--- src/rtl/laa_pkg.sv ---
// rtl/laa_pkg.sv - shared LAA opcode, funct, state and queue entry definitions
package laa_pkg;

  typedef enum logic [1:0] {
    NONE     = 2'd0,
    READ     = 2'd1,
    WRITE    = 2'd2,
    MULTIPLY = 2'd3
  } LAA_opcode;

  localparam logic [6:0] LAA_CUSTOM_OPCODE = 7'b0001011;
  localparam logic [4:0] LAA_FUNCT_READ    = 5'b00001;
  localparam logic [4:0] LAA_FUNCT_WRITE   = 5'b00010;
  localparam logic [4:0] LAA_FUNCT_MUL     = 5'b00011;

  typedef enum logic [1:0] {
    S_IDLE     = 2'd0,
    S_MUL_ARM  = 2'd1,
    S_MUL_BUSY = 2'd2
  } laa_iq_state_t;

  typedef struct packed {
    logic [31:0] ins;
    logic [31:0] rs1;
    logic [31:0] rs2;
  } laa_iq_entry_t;

  function automatic LAA_opcode funct_to_op(input logic [4:0] funct);
    case (funct)
      LAA_FUNCT_READ:  return READ;
      LAA_FUNCT_WRITE: return WRITE;
      LAA_FUNCT_MUL:   return MULTIPLY;
      default:         return NONE;
    endcase
  endfunction

endpackage

--- src/rtl/laa_iq_fifo.sv ---
// rtl/laa_iq_fifo.sv - power-of-two entry FIFO with wrap pointers, occupancy count and flush
module laa_iq_fifo
  import laa_pkg::*;
#(
  parameter int DEPTH = 4,
  parameter int CW    = $clog2(DEPTH + 1)
) (
  input  logic          clk,
  input  logic          rst,
  input  logic          flush,
  input  logic          push,
  input  laa_iq_entry_t push_data,
  input  logic          pop,
  output laa_iq_entry_t head,
  output logic [CW-1:0] count
);

  localparam int AW = $clog2(DEPTH);

  laa_iq_entry_t mem [DEPTH];
  logic [AW-1:0] wr_ptr;
  logic [AW-1:0] rd_ptr;

  // Pointers wrap naturally because DEPTH is a power of two.
  always_ff @(posedge clk) begin
    if (rst || flush) begin
      wr_ptr <= '0;
      rd_ptr <= '0;
      count  <= '0;
    end else begin
      if (push) wr_ptr <= wr_ptr + AW'(1);
      if (pop)  rd_ptr <= rd_ptr + AW'(1);
      count <= count + CW'(push) - CW'(pop);
    end
  end

  always_ff @(posedge clk) begin
    if (push && !flush) mem[wr_ptr] <= push_data;
  end

  assign head = mem[rd_ptr];

endmodule

--- src/rtl/laa_issue_queue.sv ---
// rtl/laa_issue_queue.sv - LAA instruction issue queue and MULTIPLY hold FSM
// LAA_IQ_BYPASS_EN: empty-queue instructions skip storage and issue one cycle after acceptance.
module laa_issue_queue
  import laa_pkg::*;
#(
  parameter int DEPTH       = 4,
  parameter int ARM_TIMEOUT = 8
) (
  input  logic                       clk,
  input  logic                       Rst,
  input  logic                       in_valid,
  input  logic [31:0]                in_ins,
  input  logic [31:0]                in_rs1_data,
  input  logic [31:0]                in_rs2_data,
  output logic                       in_ready,
  input  logic                       flush,
  input  logic                       laa_busy,
  output logic [31:0]                LAA_ins,
  output logic [31:0]                IF_ID_dout_rs1,
  output logic [31:0]                IF_ID_dout_rs2,
  output logic                       out_valid,
  output logic                       mul_inflight,
  output logic [$clog2(DEPTH+1)-1:0] count,
  output logic                       err_pulse
);

  localparam int CW = $clog2(DEPTH + 1);
  localparam int TW = (ARM_TIMEOUT > 1) ? $clog2(ARM_TIMEOUT) : 1;

  laa_iq_state_t state, state_n;
  laa_iq_entry_t cur_q, out_n, head, new_entry;
  logic          valid_q, valid_n;
  logic [TW-1:0] arm_cnt, arm_cnt_n;
  logic          err_q, err_n;
  logic          accept, legal, push_ok, bypass, fifo_push, fifo_pop, issue_ok;

  assign in_ready  = !Rst && (count < CW'(DEPTH));
  assign accept    = in_valid && in_ready && (in_ins[6:0] == LAA_CUSTOM_OPCODE);
  assign legal     = funct_to_op(in_ins[11:7]) != NONE;
  assign push_ok   = accept && legal;
  assign new_entry = '{ins: in_ins, rs1: in_rs1_data, rs2: in_rs2_data};

`ifdef LAA_IQ_BYPASS_EN
  assign bypass = push_ok && (state == S_IDLE) && (count == '0) && !laa_busy && !flush;
`else
  assign bypass = 1'b0;
`endif

  assign fifo_push = push_ok && !flush && !bypass;
  assign issue_ok  = (state == S_IDLE) && (count != '0) && !laa_busy && !flush;

  laa_iq_fifo #(.DEPTH(DEPTH), .CW(CW)) u_fifo (
    .clk       (clk),
    .rst       (Rst),
    .flush     (flush),
    .push      (fifo_push),
    .push_data (new_entry),
    .pop       (fifo_pop),
    .head      (head),
    .count     (count)
  );

  always_comb begin
    state_n   = state;
    out_n     = '0;
    valid_n   = 1'b0;
    arm_cnt_n = arm_cnt;
    err_n     = accept && !legal;
    fifo_pop  = 1'b0;
    case (state)
      S_IDLE: begin
        arm_cnt_n = '0;
        if (bypass) begin
          out_n   = new_entry;
          valid_n = 1'b1;
        end else if (issue_ok) begin
          fifo_pop = 1'b1;
          out_n    = head;
          valid_n  = 1'b1;
        end
        if (valid_n && funct_to_op(out_n.ins[11:7]) == MULTIPLY) state_n = S_MUL_ARM;
      end
      S_MUL_ARM: begin
        out_n   = cur_q;
        valid_n = 1'b1;
        if (laa_busy) begin
          state_n = S_MUL_BUSY;
        end else if (arm_cnt == TW'(ARM_TIMEOUT - 1)) begin
          // LAA_core never acknowledged: abandon the MULTIPLY and flag it.
          err_n   = 1'b1;
          out_n   = '0;
          valid_n = 1'b0;
          state_n = S_IDLE;
        end else begin
          arm_cnt_n = arm_cnt + TW'(1);
        end
      end
      S_MUL_BUSY: begin
        out_n   = cur_q;
        valid_n = 1'b1;
        if (!laa_busy) begin
          out_n   = '0;
          valid_n = 1'b0;
          state_n = S_IDLE;
        end
      end
      default: state_n = S_IDLE;
    endcase
  end

  always_ff @(posedge clk) begin
    if (Rst) begin
      state   <= S_IDLE;
      cur_q   <= '0;
      valid_q <= 1'b0;
      arm_cnt <= '0;
      err_q   <= 1'b0;
    end else begin
      state   <= state_n;
      cur_q   <= out_n;
      valid_q <= valid_n;
      arm_cnt <= arm_cnt_n;
      err_q   <= err_n;
    end
  end

  assign LAA_ins        = cur_q.ins;
  assign IF_ID_dout_rs1 = cur_q.rs1;
  assign IF_ID_dout_rs2 = cur_q.rs2;
  assign out_valid      = valid_q;
  assign mul_inflight   = (state != S_IDLE);
  assign err_pulse      = err_q;

endmodule

--- config.mk ---
export PLATFORM = sky130hd
export DESIGN_NAME = laa_issue_queue
export DESIGN_NICKNAME = d
export VERILOG_FILES = /design/src/rtl/laa_pkg.sv /design/src/rtl/laa_iq_fifo.sv /design/src/rtl/laa_issue_queue.sv
export SDC_FILE = /design/constraint.sdc
export NUM_CORES = 1
export LEC_CHECK = 0
export CAP_MARGIN = 10
export CORE_ASPECT_RATIO = 0.7
export CORE_MARGIN = 2
export CORE_UTILIZATION = 56
export CTS_CLUSTER_DIAMETER = 80
export DETAILED_ROUTE_END_ITERATION = 8
export PLACE_DENSITY = 0.92
export SYNTH_ARGS = -nofsm -noshare
export SYNTH_HDL_FRONTEND = slang
export SYNTH_SLANG_ARGS = --single-unit
--- constraint.sdc ---
create_clock -name clk -period 5.44 [get_ports clk]
set_input_delay 0.816 -clock clk [delete_from_list [all_inputs] [get_ports clk]]
set_output_delay 0.816 -clock clk [all_outputs]
set_load 0.01 [all_outputs]
### Word-level counts from Yosys, hierarchy flattened

Memories as Yosys holds them, arrays and structs flattened. A register that Yosys moved wholly into a read port is not among the register bits.
Index checks and enable logic that the tools add are counted.
Widths: inputs -> output; s select.

| storage, ports and cells | value |
|---|---|
| bits in registers | 110 |
| word-level logic and storage cells | 89 |
| RAM bits | 384 |
| latch bits | 0 |
| memory bits (read-only) | 0 |
| output and inout bits | 103 |
| memories | 1 |

| cells by class | value |
|---|---|
| mux-type cells | 31 |
| eq/ne operators | 17 |
| divide/modulo/power cells | 0 |
| shifts and indexed selects | 0 |
| order comparisons | 1 |
| $add $sub $neg | 5 |
| reduce and logical (&&, ||, !) cells | 24 |
| multipliers | 0 |
| bitwise gates (word level) | 0 |

Memories:

| memory | depth | width | read ports | clocked after memory_dff | write ports | line | source |
|---|---|---|---|---|---|---|---|
| u_fifo.mem | 4 | 96 | 1 | 1 | 1 | laa_iq_fifo.sv:20 | `laa_iq_entry_t mem [DEPTH];` |

Operator list:

| cell | number |
|---|---|
| $mux 96 | 5 |
| $pmux 96 s3 | 1 |
| $eq 5x2->1 const B | 4 |
| $pmux 2 s3 | 3 |
| $mux 2 | 7 |
| $logic_and 1x1->1 | 11 |
| $mux 1 | 11 |
| $eq 5x1->1 const B | 2 |
| $reduce_and 3->1 | 3 |
| $ne 2x2->1 const B | 4 |
| $eq 7x4->1 const B | 1 |
| $mux 3 | 2 |
| $pmux 3 s2 | 1 |
| $reduce_bool 2->1 | 3 |
| $add 2x1->2 const B | 2 |
| $eq 2x2->1 const B | 2 |
| $logic_not 1->1 | 4 |
| $add 3x1->3 | 1 |
| $add 3x1->3 const B | 1 |
| $eq 3x3->1 const B | 1 |
| $lt 3x3->1 const B | 1 |
| $ne 3x3->1 const B | 1 |
| $pmux 1 s3 | 1 |
| $reduce_bool 3->1 | 1 |
| other kinds (5) | 5 |

### Logic depth before layout (Yosys ltp)

Gate-level depths: netlist of the first run.

| depth | value |
|---|---|
| depth after elaboration | 13 |
| gate-level depth with buffers | 10 |
| mapped depth without buffers | 9 |

### Modules after synthesis

From an unflattened synthesis of the first run, not the netlist that was laid out.

| second synthesis, totals | value |
|---|---|
| cell total of the unflattened synthesis | 918 |
| area total of the unflattened synthesis | 17895.9 µm² |

By module, submodules not included:

| module | cells each | sequential area each (µm²) | area each (µm²) | times used |
|---|---|---|---|---|
| laa_iq_fifo | 547 | 11711.2 | 14305.0 | 1 |
| laa_issue_queue | 371 | 2062.0 | 3590.9 | 1 |

### Worst setup path before layout of the first run

OpenSTA, ideal clock, no wires.

| path | value |
|---|---|
| kind | input-to-reg |
| start | input port in_ins[11] |
| end | memory u_fifo.mem[0][0] (netlist name) (enable) |
| data required time | 4.974 ns |
| setup time | 0.466 ns |
| stages | 3 |
| slack | 1.109 ns |
| data arrival time | 3.865 ns |
| cell sequence | or3_1 -> nor3_1 -> and3_1 |

| between the ends | value |
|---|---|
| cells in the longest elaborated chain, start to end | 8 |

Ends and longest elaborated chain:

| item | line | source |
|---|---|---|
| start: declaration | laa_issue_queue.sv:12 | `input logic [31:0] in_ins,` |
| $eq 5x2->1 or $eq 5x1->1 (tied branches) | laa_pkg.sv:29 | `case (funct)` |
| $pmux 2 s3 (*) | laa_pkg.sv:29 |  |
| $reduce_bool 2->1 (*) | laa_issue_queue.sv:39 | `assign legal = funct_to_op(in_ins[11:7]) != NONE;` |
| $logic_and 1x1->1 (*) | laa_issue_queue.sv:40 | `assign push_ok = accept && legal;` |
| $logic_and 1x1->1 (*) | laa_issue_queue.sv:49 | `assign fifo_push = push_ok && !flush && !bypass;` |
| $logic_and 1x1->1 (*) | laa_iq_fifo.sv:38 | `if (push && !flush) mem[wr_ptr] <= push_data;` |
| $mux 1 (*) | laa_iq_fifo.sv:38 |  |
| $mux 1 (not written as such) (*) | laa_iq_fifo.sv:38 |  |
| end: declaration | laa_iq_fifo.sv:20 |  |

Mark *: on every way between the ends. The rest lies on a longest branch, timed or not.

### Worst setup path after layout of the first run

| path | value |
|---|---|
| start | input port in_ins[11] |
| end | memory u_fifo.mem[1][24] (netlist name) (enable) |

The elaborated chain is that of the path after synthesis.

==> summary.md, run 1 <==
| Metric | Value |
|---|---|
| GRT overflow | 0 |
| Synthesized area | ~0.018 sq mm |
| Max-slew headroom | 0.169 |
| Syn Nets | 1028 |
| Post-CTS Hold Fix Bufs | 0 |
| Register area share after synthesis | 0.774 |
| Drt first pass iters | 5 |
| Worst path slowest cell | and3_4 |
| Final Max Tran Viols | 0 |
| Worst-path clk slew | roughly 60 ps |
| R2R depth | 4 |
| Reg-to-Reg Start | u_fifo.count[2] |
| Clock Skews | between 10 and 15 ps |
| Share of cells above drive strength 1 | 0.156 |
| Die height | around 150 um |
| Clk sinks | between 400 and 500 |
| Multi-input gate area | around 0.0038 sq mm |
| Final period utilization | 0.631 |
| RSZ-0062 raised after global routing | no |
| DRC viols | 0 |
| Status | completed |
| Critical path depth in cells | 5 |
| Num CTS Buffers | 43 |
| Die area | 0.0332 sq mm |
| Clk Latency, worst-skew pair | about 540 ps |
| Reg2reg end | u_fifo.mem[1][24] |
| Worst-Margin Slew | approximately 1200 ps |
| Number of buffers and inverters on the critical path | 2 |
| Hpwl dp | between 20000 and 25000 um |
| Placed cells | 1497 |
| Post-synth ARST share | 0 |
| Pre-CTS setup slack | approximately 1500 ps |
| Fillers | 1894 |
| First-pass GRT wire length | between 50000 and 60000 um |
| Non-filler instance count after layout | about 1600 |
| H-tree levels | 2 |
| DR WL/cell | roughly 25 um |
| Min setup slack post-route | 2010 ps |
| Crit-path cells | clkdlybuf4s50_1 -> or3_1 -> nor3_1 -> and3_4 -> buf_4 |
| CP Launch Point | in_ins[11] |
| Port bufs | between 200 and 250 |
| Setup_tns | 0 ps |
| Crit. End Element | flop |
| Yosys warns | 0 |
| Worst path max stage delay | around 840 ps |
| Critical path class | primary input to flop |
| CP required | around 5700 ps |
| Fmax | 291 MHz |
| Synth Flop Type | edfxtp_1 |
| Postcts setup bufs | 0 |
| Critical Path Fanout Max | 50 |
| Power per Cell Area | 332 mW/mm^2 |
| Layout net count | about 1200 |
| Initial antenna violation count | 5 |
| Post-layout instance area | roughly 0.022 sq mm |
| Worst Setup Start Kind | primary input |
| # setup viols final | 0 |
| # IOs | 204 |
| Row Count | 54 |
| Vias in the first global route | slightly below 10000 |
| Placer Congestion | about 0.77 |
| Post-synth EDFFs | 384 |
| Total power | a little over 7 mW |
| Synth Register Bits | between 400 and 500 |
| Setup crit end | u_fifo.mem[1][24] |
| Type of the worst min-delay path | flop to flop |
| Clk root buf | clkbuf_16 |
| Initial Util | 0.570 |
| Area growth syn-to-layout | 21.6% |
| Iter 0 DRT Violations | 893 |
| Pleak | 6.77 nW |
| Via density | approximately 6.0 |
| Resize count post-CTS | 0 |
| Max cap viols | 0 |
| R2R setup slack | 2640 ps |
| Largest delay contributor family on the critical path | simple AND/OR/NAND/NOR gates |
| Routed vias | about 9500 |
| Die width | 217 um |
| Seq. cell area | ~0.014 sq mm |
| GRT Overall Usage | 0.236 |
| Arrival time at the worst endpoint | 3640 ps |
| Core area | between 0.03 and 0.04 sq mm |
| ANT nets after route | 0 |
| Period minus WS final | about 3400 ps |
| Avg Cell Area, Syn | ~19 sq um |
| Fin. Hold Viols | 0 |
| VDD IR max | 0.227 mV |
| Final Routed Wirelength | 39000 um |
| CTS tree | yes |
| Cell Area, Placed | 0.0203 sq mm |
| Largest net degree at the start of global routing | 99 |
| Post-synthesis cell type count | 35 |
| Synth Instances | between 900 and 1000 |
| Max Root-Sink Buffers | 3 |
==> per-stage QoR <==
step / util / hold slack, ps
after global routing: 0.693 / 537
after floorplan: - / 481
after CTS: 0.693 / 516
after global placement: 0.649 / 486
after detailed placement: 0.649 / 499
final: 0.693 / 514
==> layout by cell type, fill, tap and decap left out, types with 3 or more instances in the layout <==
master	count
and3_4	4
mux4_2	96
xnor2_1	4
edfxtp_1	384
clkdlybuf4s50_1	202
o21ai_0	3
dfxtp_1	110
clkbuf_1	10
nor2_1	112
buf_4	10
diode_2	3
inv_1	10
ha_1	8
clkbuf_16	45
bufinv_16	3
clkinv_1	8
nor3_1	3
clkinv_2	8
buf_12	3
a22oi_1	98
==> worst reg2reg max path, stage by stage, from the launching register on <==
cell and delay, ps:
dfxtp_1 400, nor4_1 400, and4b_1 420, and3_4 780, buf_4 470
==> layer usage <==
layer,global-route usage,wire length (um)
met4,0.0502,718
met1,0.341,16000
met3,0.0655,3780
met5,0,13
met2,0.367,18500
==> sequential cells by signal (all words and copies together), names as in the netlist, named ones only <==
signal	flops
err_pulse	1
u_fifo.wr_ptr	2
out_valid	1
IF_ID_dout_rs2	32
u_fifo.count	3
IF_ID_dout_rs1	32
u_fifo.mem	384
state	2
arm_cnt	3
LAA_ins	32
u_fifo.rd_ptr	2
==> cell families after synthesis <==
logic type / Yosys count / share of synthesized area
AO/OA/AOI/OAI: 108 / 0.0451
XOR/XNOR: 4 / 0.00197
adder cells (fa/ha/maj): 9 / 0.00675
buffers and inverters: 66 / 0.0160
flip-flops: 496 / 0.774
multiplexers: 97 / 0.122
AND/OR/NAND/NOR: 138 / 0.0340
==> where the power goes <==
part	internal (mW)	switching (mW)	total, mW	leakage (nW)
Combinational	0.0668	0.0658	0.133	1.75
Sequential	4.07	0.0000296	4.07	4.35
Clock	1.68	1.29	2.98	0.667
Total	5.82	1.36	7.18	6.77
==> final cells by class <==
cell class,count,share of cell area
clock inverters,21,0.00809
clock buffers,57,0.0550
diodes,3,0.000347
multi-input cells,356,0.174
well taps,420,0.0243
flip-flops and latches,496,0.637
repair buffers,215,0.0997
inverters,10,0.00173
==> synthesized netlist by cell type (3+ instances only) <==
cell      count  area [sq um]
a22oi_1      98           736
clkbuf_1     29           109
ha_1          8           100
nor3_1        3          15.0
and3_1        4          25.0
dfxtp_1     112          2240
mux4_2       96          2160
inv_1        10          37.5
nor2_1      112           420
xnor2_1       4          35.0
edfxtp_1    384         11500
o21ai_0       3          15.0
buf_2        24           120
==> worst min-delay path by stage <==
| stage | slack, ps | end | depth (start not counted) | start |
|---|---|---|---|---|
| floorplan | 480 | arm_cnt[1] | 2 | arm_cnt[1] |
| CTS | 520 | LAA_ins[1] | 2 | LAA_ins[1] |
| global route | 540 | LAA_ins[1] | 2 | LAA_ins[1] |
| detailed placement | 500 | LAA_ins[1] | 2 | LAA_ins[1] |
| finish | 510 | IF_ID_dout_rs2[6] | 2 | IF_ID_dout_rs2[6] |
| global placement | 490 | LAA_ins[1] | 2 | LAA_ins[1] |
No activity file was read; power rests on OpenSTA's default activity.
==> run 2: changes to the inputs <==
==> constraint.sdc (replaced) <==
create_clock -name clk -period 3.3 [get_ports clk]
set_input_delay 0.495 -clock clk [delete_from_list [all_inputs] [get_ports clk]]
set_output_delay 0.495 -clock clk [all_outputs]
set_load 0.01 [all_outputs]
==> run 2 against run 1 <==
  * Final cell count increased by 0.70%
  * Die area unchanged
  * First-iteration DRC count decreased by 1.7%
  * Hold slack got worse by 4.2 ps
  * Register-to-register slack got worse by 1700 ps
  * Sequential power increased by 65%
  * Critical endpoint is now u_fifo.count[2]
==> summary.md, run 2 (synthesized netlist as in run 1, its figures left out) <==
| Metric | Value |
|---|---|
| Hold slack final | 509 ps (was 514 ps) |
| Multi-input gate area | 0.00376 sq mm (unchanged) |
| Routed vias | 9364 (was 9506) |
| Critical Path Fanout Max | 5 (was 50) |
| VDD IR max | 0.521 mV (was 0.227 mV) |
| Reg-to-Reg Start | u_fifo.count[2] (unchanged) |
| Vias in the first global route | 9891 (was 9640) |
| Final Max Tran Viols | 0 (unchanged) |
| Critical path class | flop to flop (was primary input to flop) |
| Clk Latency, worst-skew pair | 560 ps (was 540 ps) |
| Worst path slowest cell | nor3_1 (was and3_4) |
| # setup viols final | 0 (unchanged) |
| Die width | 217 um (unchanged) |
| Share of cells above drive strength 1 | 0.166 (was 0.156) |
| Layout net count | 1242 (was 1232) |
| Commonest cells after routing, fill and taps aside | 384 x edfxtp_1, 202 x clkdlybuf4s50_1, 112 x nor2_1 (unchanged) |
| H-tree levels | 2 (unchanged) |
| Hold endpoint | LAA_ins[25] (was IF_ID_dout_rs2[6]) |
| Reg2reg end | u_fifo.count[2] (was u_fifo.mem[1][24]) |
| Flip-flop count of the largest register after layout | 384 (unchanged) |
| DR WL/cell | 23.6 um (was 24.7 um) |
| Worst-path clk slew | 60 ps (about the same) |
| Initial antenna violation count | 3 (was 5) |
| Num CTS Buffers | 44 (was 43) |
| CP required | 3740 ps (was 5650 ps) |
| Port bufs | 203 (unchanged) |
| Min setup slack post-route | 913 ps (was 2010 ps) |
| Post-CTS Hold Fix Bufs | 0 (unchanged) |
| Hold Crit Depth | 2 (unchanged) |
| Resize count post-CTS | 0 (unchanged) |
| Status | completed (unchanged) |
| R2R setup slack | 910 ps (was 2640 ps) |
| Largest net degree at the start of global routing | 99 (unchanged) |
| Via density | 5.89 (was 6.02) |
| Seq. cell area | 0.0138 sq mm (unchanged) |
| Drt first pass iters | 5 (unchanged) |
| Die area | 0.0332 sq mm (unchanged) |
| Setup_tns | 0 ps (unchanged) |
| ANT nets after route | 0 (unchanged) |
| Row Count | 54 (unchanged) |
| Final Routed Wirelength | 37500 um (was 39000 um) |
| Power per Cell Area | 546 mW/mm^2 (was 332 mW/mm^2) |
| R2R depth | 9 (was 4) |
| GRT overflow | 0 (unchanged) |
| Period minus WS final | ~2400 ps |
| GRT Overall Usage | 0.232 (was 0.236) |
| Crit-path cells | nor3_1 -> nor3_4 -> ha_1 -> inv_1 -> ha_1 -> fa_1 -> xnor2_1 -> xnor2_1 -> nor2_1 (was clkdlybuf4s50_1 -> or3_1 -> nor3_1 -> and3_4 -> buf_4) |
| Clk root buf | clkbuf_16 (unchanged) |
| Worst hold start | LAA_ins[25] (was IF_ID_dout_rs2[6]) |
| Max cap viols | 0 (unchanged) |
| Worst Setup Start Kind | flop (was primary input) |
| # IOs | 204 (unchanged) |
| Placer Congestion | 0.813 (was 0.772) |
| Pre-CTS setup slack | 429 ps (was 1450 ps) |
| Worst-Margin Slew | 827 ps (was 1250 ps) |
| Postcts setup bufs | 0 (unchanged) |
| Die height | 153 um (unchanged) |
| Final period utilization | 0.723 |
| Fillers | 1862 (was 1894) |
| Critical path depth in cells | 9 (was 5) |
| Max-slew headroom | 0.448 (was 0.169) |
| Clk sinks | 496 (unchanged) |
| Pleak | 6.86 nW (was 6.77 nW) |
| Area growth syn-to-layout | 22.7% (was 21.6%) |
| Largest delay contributor family on the critical path | adder cells (was simple AND/OR/NAND/NOR gates) |
| Crit. End Element | flop (unchanged) |
| Core area | 0.0312 sq mm (unchanged) |
| Most common cell after layout, fill and taps aside | edfxtp_1 (unchanged) |
| CTS tree | yes (unchanged) |
| RSZ-0062 raised after global routing | no (unchanged) |
| Arrival time at the worst endpoint | 2820 ps (was 3640 ps) |
| Type of the worst min-delay path | flop to flop (unchanged) |
| Hpwl dp | 21900 um (was 23100 um) |
| Max Root-Sink Buffers | 3 (unchanged) |
| Worst path max stage delay | 480 ps (was 840 ps) |
| DRC viols | 0 (unchanged) |
| Initial Util | 0.570 (unchanged) |
| First-pass GRT wire length | 57800 um (was 58700 um) |
| Iter 0 DRT Violations | 878 (was 893) |
| Number of buffers and inverters on the critical path | 1 (was 2) |
| Fin. Hold Viols | 0 (unchanged) |
| Largest register by flop count | u_fifo.mem (unchanged) |
| Fmax | approximately 420 MHz |
| Clock Skews | 22.0 ps (was 14.2 ps) |
## run 2: cell count changes in the layout (fill, tap and decap cells not counted), sizes merged
cell,change
buf,+9
bufinv,-1
clkbuf,+7
clkinv,-4
diode,-2
inv,+2
## run 2: power by group
| group | internal, mW | switching [mW] |
|---|---|---|
| Combinational | 0.111 | 0.104 |
| Sequential | 6.71 | 0.0000354 |
| Clock | 2.80 | 2.20 |
| Total | 9.62 | 2.30 |
## run 2: worst max path at each step
stage                             endpoint  slack [ps]       startpoint
final                      u_fifo.count[2]         910  u_fifo.count[2]
after global routing       u_fifo.count[2]         770  u_fifo.count[2]
after CTS                  u_fifo.count[2]         900  u_fifo.count[2]
after detailed placement   u_fifo.count[2]         430         laa_busy
after global placement     u_fifo.count[2]         440         laa_busy
after floorplan           u_fifo.mem[0][0]         370       in_ins[11]
## run 2: metrics by stage
| step | cells | total power, mW | utilization | area [sq um] |
|---|---|---|---|---|
| finish | 1589 | 11.9 | 0.700 | 21800 |
| CTS | 1588 | 12.0 | 0.700 | 21800 |
| floorplan | 918 | 6.88 | - | 17800 |
| detailed placement | 1506 | 7.06 | 0.655 | 20400 |
| global placement | 1506 | 7.05 | 0.655 | 20400 |
| global route | 1588 | 12.3 | 0.700 | 21800 |
## run 2: per-layer routing
layer  share of wire  wire length (um)  GRT usage  vias to the layer above
met2            0.49             18500      0.382                      396
met5         0.00029                11          0                        -
met1            0.41             15500      0.325                     4818
met3           0.078              2920     0.0462                       41
li1                -                 -          -                     4107
met4           0.013               503     0.0519                        2
## run 2: layout make-up
cell class              instances  share of cell area
repair buffers                224               0.106
clock inverters                18             0.00716
multi-input cells             356               0.172
clock buffers                  64              0.0571
flip-flops and latches        496               0.631
well taps                     420              0.0241
diodes                          1            0.000115
inverters                      10             0.00172
## run 2: tightest hold or removal path, stage by stage, from the launching register on
cell     delay [ps]
dfxtp_1         330
a22oi_1          80
nor2_1           70
==> run 3: changes to the inputs <==
--- a/config.mk
+++ b/config.mk
@@ -8,10 +8,10 @@
 export CAP_MARGIN = 10
 export CORE_ASPECT_RATIO = 0.7
 export CORE_MARGIN = 2
-export CORE_UTILIZATION = 56
+export CORE_UTILIZATION = 50
 export CTS_CLUSTER_DIAMETER = 80
 export DETAILED_ROUTE_END_ITERATION = 8
-export PLACE_DENSITY = 0.92
+export PLACE_DENSITY = 0.87
 export SYNTH_ARGS = -nofsm -noshare
 export SYNTH_HDL_FRONTEND = slang
 export SYNTH_SLANG_ARGS = --single-unit
==> constraint.sdc (replaced) <==
create_clock -name clk -period 2 [get_ports clk]
set_input_delay 0.3 -clock clk [delete_from_list [all_inputs] [get_ports clk]]
set_output_delay 0.3 -clock clk [all_outputs]
set_load 0.01 [all_outputs]
==> run 3 against run 2 <==
  * The run now ends with setup timing left
  * Combinational power grew 74%
  * Routed wire length grew 9.6%
  * Core utilization decreased by 4.5 points
  * Non-clock buffer count rose by 53
  * Power increased by 68%
  * Largest cell class unchanged
  * Sequential share of layout area down 2.7 points
  * Largest power group unchanged
  * Clock-buffer cell count decreased by 12
  * Critical path type unchanged
==> summary.md, run 3 (synthesized netlist as in run 1, its figures left out) <==
| Metric | Value |
|---|---|
| Critical path class | flop to flop (unchanged) |
| Arrival time at the worst endpoint | 2490 ps (was 2820 ps) |
| First-pass GRT wire length | 59300 um (was 57800 um) |
| Drt first pass iters | 7 (was 5) |
| ANT nets after route | 0 (unchanged) |
| Fmax | 493 MHz (was 419 MHz) |
| Worst Setup Start Kind | flop (unchanged) |
| Die width | 229 um (was 217 um) |
| Worst path slowest cell | or3_4 (was nor3_1) |
| Final Routed Wirelength | 41100 um (was 37500 um) |
| Critical Path Fanout Max | 2 (was 5) |
| Clock Skews | 22.5 ps (was 22.0 ps) |
| Period minus WS final | 2030 ps (was 2390 ps) |
| Max-slew headroom | 0.615 (was 0.448) |
| Type of the worst min-delay path | primary input to flop (was flop to flop) |
| Largest net degree at the start of global routing | 105 (was 99) |
| VDD IR max | 0.777 mV (was 0.521 mV) |
| Status | finished with violations (was completed) |
| Cell Area, Placed | 0.0209 sq mm (was 0.0204 sq mm) |
| Failing checks | setup timing |
| Crit. End Element | flop (unchanged) |
| Reg2reg end | u_fifo.count[2] (unchanged) |
| Initial antenna violation count | 8 (was 3) |
| Vias in the first global route | 9964 (was 9891) |
| Final period utilization | 1.02 (was 0.723) |
| Power per Cell Area | 875 mW/mm^2 (was 546 mW/mm^2) |
| Fin. Hold Viols | 0 (unchanged) |
| Core area | 0.0349 sq mm (was 0.0312 sq mm) |
| Pre-CTS setup slack | -587 ps (was 429 ps) |
| Area growth syn-to-layout | 28.3% (was 22.7%) |
| Via density | 5.76 (was 5.89) |
| Most common cell after layout, fill and taps aside | edfxtp_1 (unchanged) |
| GRT Overall Usage | 0.211 (was 0.232) |
| Post-CTS Hold Fix Bufs | 0 (unchanged) |
| Worst-Margin Slew | 577 ps (was 827 ps) |
| Placed cells | 1587 (was 1506) |
| Clk root buf | clkbuf_16 (unchanged) |
| RSZ-0062 raised after global routing | yes (was no) |
| Post-layout instance area | 0.0228 sq mm (was 0.0218 sq mm) |
| CP Launch Point | state[1] (was u_fifo.count[2]) |
| Routed vias | 9791 (was 9364) |
| Die height | 162 um (was 153 um) |
| Min setup slack post-route | -30.2 ps (was 913 ps) |
| DRC viols | 0 (unchanged) |
| Worst-path clk slew | 60 ps (about the same) |
| Num CTS Buffers | 45 (was 44) |
| Share of cells above drive strength 1 | 0.222 (was 0.166) |
| Initial Util | 0.510 (was 0.570) |
| Non-filler instance count after layout | 1700 (was 1589) |
| Max Root-Sink Buffers | 3 (unchanged) |
| Largest register by flop count | u_fifo.mem (unchanged) |
| R2R setup slack | -30 ps (was 910 ps) |
| H-tree levels | 2 (unchanged) |
| Reg-to-Reg Start | state[1] (was u_fifo.count[2]) |
| Hpwl dp | 23500 um (was 21900 um) |
| Crit-path cells | or3_4 -> nor3_4 -> ha_4 -> inv_2 -> ha_4 -> fa_2 -> xnor2_2 -> xnor2_1 -> nor2_1 (was nor3_1 -> nor3_4 -> ha_1 -> inv_1 -> ha_1 -> fa_1 -> xnor2_1 -> xnor2_1 -> nor2_1) |
| Final Max Tran Viols | 0 (unchanged) |
| Die area | 0.0371 sq mm (was 0.0332 sq mm) |
| # IOs | 204 (unchanged) |
| Critical path's most frequent cell | ha_4 |
| CTS tree | yes (unchanged) |
| DR WL/cell | 24.2 um (was 23.6 um) |
| Row Count | 57 (was 54) |
| Placer Congestion | 0.741 (was 0.813) |
| Commonest cells after routing, fill and taps aside | 384 x edfxtp_1, 201 x clkdlybuf4s50_1, 111 x nor2_1 (was 384 x edfxtp_1, 202 x clkdlybuf4s50_1, 112 x nor2_1) |
| Clk Latency, worst-skew pair | 570 ps (was 560 ps) |
| Worst path max stage delay | 380 ps (was 480 ps) |
| R2R depth | 9 (unchanged) |
| Setup_tns | -30.2 ps (was 0 ps) |
| CP required | 2460 ps (was 3740 ps) |
| Flip-flop count of the largest register after layout | 384 (unchanged) |
| Setup crit end | u_fifo.count[2] (unchanged) |
| Pleak | 7.30 nW (was 6.86 nW) |
| Port bufs | 203 (unchanged) |
| Max cap viols | 0 (unchanged) |
| GRT overflow | 0 (unchanged) |
| Iter 0 DRT Violations | 918 (was 878) |
| Clk sinks | 496 (unchanged) |
| Layout net count | 1296 (was 1242) |
| # setup viols final | 1 (was 0) |
run 3: layout make-up:
cell class	instances	area (sq um)
Sequential cell	496	13800
Fill cell	2254	12000
Multi-Input combinational cell	356	3830
Timing Repair Buffer	277	3110
Clock buffer	52	1190
Tap cell	472	591
Clock inverter	32	275
Inverter	10	37.5
Antenna cell	5	12.5
run 3: metrics by stage:
step	util	power, mW	hold slack (ps)
after CTS	0.643	20.1	321
after floorplan	-	11.3	399
after global routing	0.654	20.6	343
after global placement	0.600	11.6	487
after detailed placement	0.600	11.7	491
final	0.655	20.0	320
run 3: layer usage:
metal  vias to the layer above  global-route usage  wire length [um]
li1                       4237                   -                 -
met1                      5020               0.291             16400
met2                       445               0.336             19800
met3                        83              0.0541              3800
met4                         6              0.0646              1040
met5                         -                   0                43
run 3: worst max-delay path: cells and delay by family (launching register included):
kind | cells | cell delay, ps
and+or+nand+nor | 3 | 610
xor gates and xnor gates | 2 | 300
buffers and inverters | 1 | 40
DFF | 1 | 310
adders and majority gates | 3 | 680
run 3: timing repair:
action | 4_1_cts | 5_1_grt
setup endpoints to repair | 75 | 355
buffers inserted | 0 | 13
resized for setup | 3 | 6
gates cloned | 0 | 11
pin swaps | 6 | 6
run 3: worst min-delay path by stage:
stage	from	end	slack [ps]	depth (start not counted)
after global placement	IF_ID_dout_rs1[25]	IF_ID_dout_rs1[25]	490	2
after global routing	Rst	LAA_ins[15]	340	3
after CTS	Rst	LAA_ins[16]	320	3
after floorplan	in_rs2_data[0]	u_fifo.mem[0][0]	400	0
final	Rst	LAA_ins[18]	320	3
after detailed placement	LAA_ins[20]	LAA_ins[20]	490	2
run 3: report_power, final:
part	internal [mW]	leakage, nW	switching [mW]
clock network	4.71	0.733	3.83
logic	0.202	2.21	0.171
registers	11.1	4.35	0.0000582
total	16.0	7.30	4.00
